$ cat src/rtl/controlador_contador_pkg.sv
// controlador_contador_pkg: shared state encodings and default count width
package controlador_contador_pkg;
  localparam int ANCHO_CUENTA = 4;
  typedef enum logic [1:0] {
    EST_REPOSO   = 2'd0,
    EST_CONTANDO = 2'd1,
    EST_PAUSA    = 2'd2,
    EST_FIN      = 2'd3
  } estado_t;
endpackage

$ cat src/rtl/controlador_contador_ud.sv
// contador_ud: registered up/down counter with clear, load and enable (clear > load > enable)
module contador_ud #(
  parameter int W = 4
) (
  input  logic         clk,
  input  logic         rst,
  input  logic         clr,
  input  logic         load,
  input  logic         en,
  input  logic         down,
  input  logic [W-1:0] valor,
  output logic [W-1:0] q
);
  always_ff @(posedge clk)
    q <= (rst || clr) ? '0 : load ? valor : en ? (down ? q - 1'b1 : q + 1'b1) : q;
endmodule

$ cat src/rtl/controlador_contador.sv
// controlador_contador: start/pause/abort/terminal sequencer around contador_ud
// Optional down-counting is enabled by defining CONTADOR_DESCENDENTE_EN.
module controlador_contador
  import controlador_contador_pkg::*;
#(
  parameter int ANCHO = ANCHO_CUENTA
) (
  input  logic             i_clk,
  input  logic             i_rst,
  input  logic             i_inicio,
  input  logic             i_pausa,
  input  logic             i_abortar,
  input  logic             i_ciclico,
`ifdef CONTADOR_DESCENDENTE_EN
  input  logic             i_descendente,
`endif
  input  logic [ANCHO-1:0] i_limite,
  output logic [ANCHO-1:0] o_cuenta,
  output logic             o_ocupado,
  output logic             o_fin,
  output logic [1:0]       o_estado
);
  estado_t          estado, estado_sig;
  logic [ANCHO-1:0] limite, cuenta;
  logic             ciclico, fin, desc, desc_in;
  logic             inicio_ok, contar, terminal, wrap;
`ifdef CONTADOR_DESCENDENTE_EN
  assign desc_in = i_descendente;
  always_ff @(posedge i_clk)
    if (i_rst) desc <= 1'b0;
    else if (inicio_ok) desc <= i_descendente;
`else
  assign desc_in = 1'b0;
  assign desc    = 1'b0;
`endif
  assign inicio_ok = (estado == EST_REPOSO) && i_inicio && !i_abortar;
  assign contar    = (estado == EST_CONTANDO) && !i_abortar && !i_pausa;
  assign terminal  = cuenta == (desc ? '0 : limite);
  assign wrap      = contar && terminal && ciclico;
  always_comb begin
    estado_sig = i_abortar ? EST_REPOSO :
                 (estado == EST_REPOSO)   ? (i_inicio ? EST_CONTANDO : EST_REPOSO) :
                 (estado == EST_CONTANDO) ? (i_pausa ? EST_PAUSA :
                                             (terminal && !ciclico) ? EST_FIN : EST_CONTANDO) :
                 (estado == EST_PAUSA)    ? (i_pausa ? EST_PAUSA : EST_CONTANDO) :
                                            EST_REPOSO;
  end
  always_ff @(posedge i_clk)
    if (i_rst) begin
      estado  <= EST_REPOSO;
      limite  <= '0;
      ciclico <= 1'b0;
      fin     <= 1'b0;
    end else begin
      estado <= estado_sig;
      fin    <= contar && terminal;
      if (inicio_ok) begin
        limite  <= i_limite;
        ciclico <= i_ciclico;
      end
    end
  // Down mode starts and wraps by loading the limit; up mode does both by clearing.
  contador_ud #(.W(ANCHO)) u_cnt (
    .clk  (i_clk),
    .rst  (i_rst),
    .clr  (i_abortar || (inicio_ok && !desc_in) || (wrap && !desc)),
    .load ((inicio_ok && desc_in) || (wrap && desc)),
    .en   (contar && !terminal),
    .down (desc),
    .valor(inicio_ok ? i_limite : limite),
    .q    (cuenta)
  );
  assign o_cuenta  = cuenta;
  assign o_ocupado = estado != EST_REPOSO;
  assign o_fin     = fin;
  assign o_estado  = estado;
endmodule
$ cat config.mk
export PLATFORM = sky130hd
export DESIGN_NAME = controlador_contador
export DESIGN_NICKNAME = d
export VERILOG_FILES = /design/src/rtl/controlador_contador_pkg.sv /design/src/rtl/controlador_contador_ud.sv /design/src/rtl/controlador_contador.sv
export SDC_FILE = /design/constraint.sdc
export NUM_CORES = 1
export LEC_CHECK = 0
export CAP_MARGIN = 30
export CORE_AREA = 2 2 39 41
export DETAILED_ROUTE_END_ITERATION = 6
export DIE_AREA = 0 0 41 43
export GPL_TIMING_DRIVEN = 0
export PLACE_DENSITY = 0.73
export SLEW_MARGIN = 20
export SYNTH_ARGS = -nofsm -noshare
export SYNTH_HDL_FRONTEND = slang
export SYNTH_SLANG_ARGS = --single-unit
$ cat constraint.sdc
create_clock -name i_clk -period 4.85 [get_ports i_clk]
set_input_delay 0.97 -clock i_clk [delete_from_list [all_inputs] [get_ports i_clk]]
set_output_delay 0.97 -clock i_clk [all_outputs]
set_load 0.01 [all_outputs]
# ---- Word level (Yosys, flattened, before mapping)
# Index checks and enable logic that the tools add are counted.
dict set report word_totals {
  reg_bits 12
  input_bits 10
  wordCells 34
}
dict set report classes {
  addsub 1
  n_eq_ne 3
  muxes 7
  n_reduce_logical 18
}
# cell count
set op_table {}
lappend op_table {{two-way mux 2 bit} 6}
lappend op_table {{logical AND 1 bit} 8}
lappend op_table {{adder 4 x 1 -> 4 bit (second input constant)} 1}
lappend op_table {{equality test 4 bit} 1}
lappend op_table {{logical NOT 1 bit} 4}
lappend op_table {{logical OR 1 bit} 3}
lappend op_table {{equality test 2 x 1 -> 1 bit (second input constant)} 1}
lappend op_table {{equality test 2 bit (second input constant)} 1}
lappend op_table {{logical NOT 2 bit} 1}
lappend op_table {{nonzero test 2 bit} 1}
lappend op_table {{OR reduction 2 bit} 1}
lappend op_table {{two-way mux 1 bit} 1}

# ---- Logic depth before layout (Yosys ltp)
dict set report logic_depth {
  word_depth 7
  ltp_mapped 5
}

# ---- Hierarchy
# Synthesis repeated with hierarchy kept, for this count alone.
dict set report hier_totals {
  cells_unflattened 77
  area_unflattened_um2 735.7
}
# module n_inst cells_per_inst area_per_inst_um2 seq_area_each_um2
set modules_own_cells {}
lappend modules_own_cells {controlador_contador 1 43 425.4 160.2}
lappend modules_own_cells {contador_ud 1 34 310.3 80.1}

# ---- Worst setup path after synthesis
# OpenSTA, ideal clock, no wires.
dict set report synth_timing {
  path_kind {input port to flip-flop}
  startpoint {input i_abortar}
  endpoint {register u_cnt.q[3]}
  setup_ns 0.071
  t_arrival_ns 2.211
  required_time_ns 4.779
  slack_ns 2.569
  cell_stages 4
  cell_sequence {or4b_4 > a41o_1 > or3_1 > a21oi_1}
}
dict set report synth_via {
  elab_chain_cells 7
  word_cells_on_any_way 10
  classes_between {reduce/logical (10)}
}
# element line_no
set synth_lines {}
lappend synth_lines {{from (decl)} controlador_contador.sv:12} ;# input logic i_abortar,
lappend synth_lines {{logical NOT 1 bit} {controlador_contador.sv:36, controlador_contador.sv:37}}
lappend synth_lines {{logical AND 1 bit (2 in series)} controlador_contador.sv:37} ;# assign contar = (estado == EST_CONTANDO) && !i_abortar && !i_pausa;
lappend synth_lines {{logical AND 1 bit (2 in series)} controlador_contador.sv:39} ;# assign wrap = contar && terminal && ciclico;
lappend synth_lines {{logical OR 1 bit} controlador_contador.sv:66} ;# .clr (i_abortar || (inicio_ok && !desc_in) || (wrap && !desc)),
lappend synth_lines {{logical OR 1 bit} controlador_contador_ud.sv:15} ;# q <= (rst || clr) ? '0 : load ? valor : en ? (down ? q - 1'b1 : q + 1'b1) : q;
lappend synth_lines {{to (signal assigned)} controlador_contador_ud.sv:15}
lappend synth_lines {{to (decl)} controlador_contador_ud.sv:12} ;# output logic [W-1:0] q
# Parallel ways exist; a longest one is shown, timed or not.
# A chain may end at the register's enable or synchronous reset.

# ---- Worst setup path after layout
# Ends and elaborated chain as after synthesis.

==> results_tabular.tex <==
\begin{tabular}{lr}
\hline
Metric & Value \\
\hline
\multicolumn{2}{l}{\textbf{Status}} \\
Outcome & finished, final reports clean \\
\multicolumn{2}{l}{\textbf{Hold path}} \\
Worst Hold Depth & 2 \\
Min-delay worst type & reg2reg \\
Worst Min Path Start & u\_cnt.q[3] \\
Min-Delay Endpoint & u\_cnt.q[3] \\
\multicolumn{2}{l}{\textbf{Power and ir drop}} \\
Switching fraction of total power & 23.24\% \\
Power per cell area & 249.6 nW/um\^{}2 \\
Internal power consumption & 145.3 uW \\
Combinational power share & 13.8\% \\
Lkg Pwr & 0.0002644 uW \\
Sequential cell fraction of total power & 54.9\% \\
Relative contribution of the clock network to total power & 31.2\% \\
Maximum ir drop on the vdd rail & 0.0001683 V \\
Sw power & 44.00 uW \\
\multicolumn{2}{l}{\textbf{Setup path}} \\
Worst Reg2Reg Path Length in Cells & 4 \\
Crit start category & input port \\
Data arrival at the endpoint of the critical path & 2.82 ns \\
Data required time at the worst endpoint & 5.05 ns \\
Slack of the worst reg-to-reg path & 3.10 ns \\
R2r startpoint & o\_estado[0] \\
Destination of the worst register-to-register timing path & u\_cnt.q[3] \\
Setup Crit Path Kind & in2reg \\
Element type at the critical path end & flip-flop \\
Crit-path max FO & 6 \\
Launch point of the critical path & i\_abortar \\
\multicolumn{2}{l}{\textbf{Die}} \\
I/O pin count & 18 \\
Vertical extent of the die & 43 um \\
Overall die area & 1763 um\^{}2 \\
FP Rows & 14 \\
Initial Utilization & 40.14\% \\
Overall die width & 41 um \\
Core area & 1384 um\^{}2 \\
\multicolumn{2}{l}{\textbf{Synth}} \\
Synth Register Bits & 12 \\
Mapped Area & 555.5 um\^{}2 \\
Fraction of the mapped netlist area in compound gates & 9.459\% \\
Fraction of synthesized area in multiplexers & 9.009\% \\
Number of warning messages in the yosys log & 0 \\
Predominant post-synthesis flop cell & dfxtp\_1 \\
EDFF count, synth & 0 \\
Post-synthesis cell type count & 24 \\
Cells after Synth & 60 \\
Syn Nets & 71 \\
Area fraction in and, or, nand and nor cells after synthesis & 23.87\% \\
Combinational family with the most area after synthesis & simple AND/OR/NAND/NOR gates \\
Fraction of the yosys area taken by sequential cells & 43.24\% \\
Fraction of synthesized cell area in xor and xnor cells & 9.459\% \\
Adder-Cell Fraction of Synth Area & 2.252\% \\
Mean instance size in the synthesized netlist & 9.259 um\^{}2 \\
Share of synthesized registers carrying an async set or reset & 0\% \\
\multicolumn{2}{l}{\textbf{STA}} \\
Period utilisation layout & 54.03\% \\
F\_max & 381.6 MHz \\
RSZ-0062 raised after global routing & no \\
Tmin final & 2.620 ns \\
Final WS setup & 2.230 ns \\
Worst Hold Margin & 0.5204 ns \\
Final-report setup violation count & 0 \\
Number of max-slew violations in the final report & 0 \\
Worst slew margin relative to its limit & 67.08\% \\
Final worst clock skew & 0.0005128 ns \\
Number of hold violations in the final report & 0 \\
Worst-Margin Slew & 0.4886 ns \\
Setup TNS & 0 ns \\
\multicolumn{2}{l}{\textbf{Clock network}} \\
Clock latency at the later pin of the worst-skew pair & 0.26 ns \\
Number of buffers inserted for hold repair after clock tree synthesis & 0 \\
CTS H-tree depth & 1 \\
CTS root buf & clkbuf\_4 \\
Clock-pin slew on the worst setup and hold paths & 0.07 ns \\
Cts bufs inserted & 3 \\
Post\_cts resized & 0 \\
CTS max path bufs & 2 \\
Setup repair bufs after CTS & 0 \\
TritonCTS clock tree & built \\
Number of sinks on the clock net & 12 \\
\multicolumn{2}{l}{\textbf{GRT}} \\
Wire length of the first global-routing pass & 1725 um \\
M1 GR Usage & 19.68\% \\
Number of global-route vias before repair & 401 \\
Total global routing track utilization & 14.17\% \\
Number of antenna violations at the first check in global routing & 0 \\
Global Route met3 Usage & 4.712\% \\
Global Route met2 Usage & 19.38\% \\
Largest net degree at the start of global routing & 10 \\
Most used routing layer & met1 \\
Total congestion overflow & 0 \\
\multicolumn{2}{l}{\textbf{Place}} \\
Half-perimeter wire length after placement & 831.8 um \\
Count of buffers inserted at the top-level ports & 16 \\
Cell area after placement & 735.7 um\^{}2 \\
Worst slack at placement & 1.955 ns \\
GP Congestion & 0.7315 \\
Number of cells in the design after placement & 92 \\
\multicolumn{2}{l}{\textbf{Route}} \\
Final routed DRC violation total & 0 \\
DRT iter0 DRCs & 6 \\
Detailed Route WL & 1046 um \\
Vias per cell & 5.105 \\
Antenna Nets Post-Route & 0 \\
Per-cell routed wire length & 11.01 um \\
Number of iterations in the first detailed-routing pass & 5 \\
Number of vias in the routed layout & 485 \\
\multicolumn{2}{l}{\textbf{Job}} \\
Max capacitance violation total & 0 \\
\multicolumn{2}{l}{\textbf{Cells and area}} \\
Finished Layout Cells & 95 \\
Area added between synthesis and finish & 36.49\% \\
Proportion of layout cells with a drive suffix above 1 & 7.595\% \\
Final nets & 92 \\
Area of the multi-input gates & 300.3 um\^{}2 \\
Final design instance area without fill & 758.2 um\^{}2 \\
Area taken by flip-flops and latches & 240.2 um\^{}2 \\
Filler Cells Inserted & 151 \\
\# diodes & 0 \\
\hline
\end{tabular}
## layout by cell type, fill, tap and decap left out, types with 2 or more instances in the layout
cell             Yosys  layout
a21oi_1              4       4
clkbuf_4             0       3
clkdlybuf4s50_1      0      16
dfxtp_1             12      12
inv_1                2       2
mux2i_1              5       5
nand2_1              3       3
nand3_1              2       2
nor2_1               6       6
nor3_1               3       3
o21ai_0              3       3
or3_1                2       2
xnor2_1              4       4
xor2_1               2       2
## power groups by stage
stage / clock, uW / combinational, uW / sequential [uW]
4_1_cts: 60.0 / 26.5 / 104
2_1_floorplan: 0 / 13.9 / 106
5_1_grt: 65.5 / 29.0 / 104
3_5_place_dp: 0 / 26.5 / 106
6_report: 59.1 / 26.2 / 104
3_3_place_gp: 0 / 25.9 / 106
## sequential cells by signal (all words and copies together) (netlist names)
name / count
limite: 4
u_cnt.q: 4
ciclico: 1
o_estado: 2
o_fin: 1
## cells in the mapped netlist (all sizes together) (2+ instances only)
library cell / instances / area, um^2
or3: 2 / 12.51
dfxtp: 12 / 240.2
nand3: 2 / 10.01
xnor2: 4 / 35.03
a21oi: 4 / 20.02
mux2i: 5 / 50.05
or4b: 2 / 23.77
nor2: 6 / 22.52
xor2: 2 / 17.52
nor3: 3 / 15.01
o21ai: 3 / 15.01
nand2: 3 / 11.26
inv: 2 / 7.510
## final cells by class
class	instances	area share, %
Tap cell	16	2.640
Buffer	2	0.9901
Multi-Input combinational cell	44	39.60
Sequential cell	12	31.68
Clock buffer	3	2.970
Timing Repair Buffer	16	21.12
Inverter	2	0.9901
## cells by family after synthesis
kind of cell / count (synthesis)
AO/OA/AOI/OAI: 9
XOR/XNOR: 6
adder cells (fa/ha/maj): 1
buffers and inverters: 4
flip-flops: 12
multiplexers: 5
AND/OR/NAND/NOR: 23
## routing by layer
layer,up-vias,wire (um)
met5,-,0
met4,0,14
met3,2,48
met2,14,465
met1,220,518
li1,249,-
## metrics by stage
stage | total power, uW | util, %
2_1_floorplan | 120.0 | -
3_3_place_gp | 132.2 | 53.16
3_5_place_dp | 132.8 | 53.16
4_1_cts | 190.5 | 54.79
5_1_grt | 198.9 | 54.79
6_report | 189.3 | 54.79
## how the worst max path moves through the flow
stage	end	slack, ns	depth (start not counted)
2_1_floorplan	u_cnt.q[3]	2.57	4
3_3_place_gp	u_cnt.q[3]	1.96	5
3_5_place_dp	u_cnt.q[3]	1.96	5
4_1_cts	u_cnt.q[3]	2.22	5
5_1_grt	u_cnt.q[3]	2.16	5
6_report	u_cnt.q[3]	2.23	5
## worst max-delay path, stage by stage
cell	delay [ns]
clkdlybuf4s50_1	0.50
or4b_4	0.58
a41o_1	0.28
or3_1	0.36
a21oi_1	0.13
(Power assumes the default switching activity.)
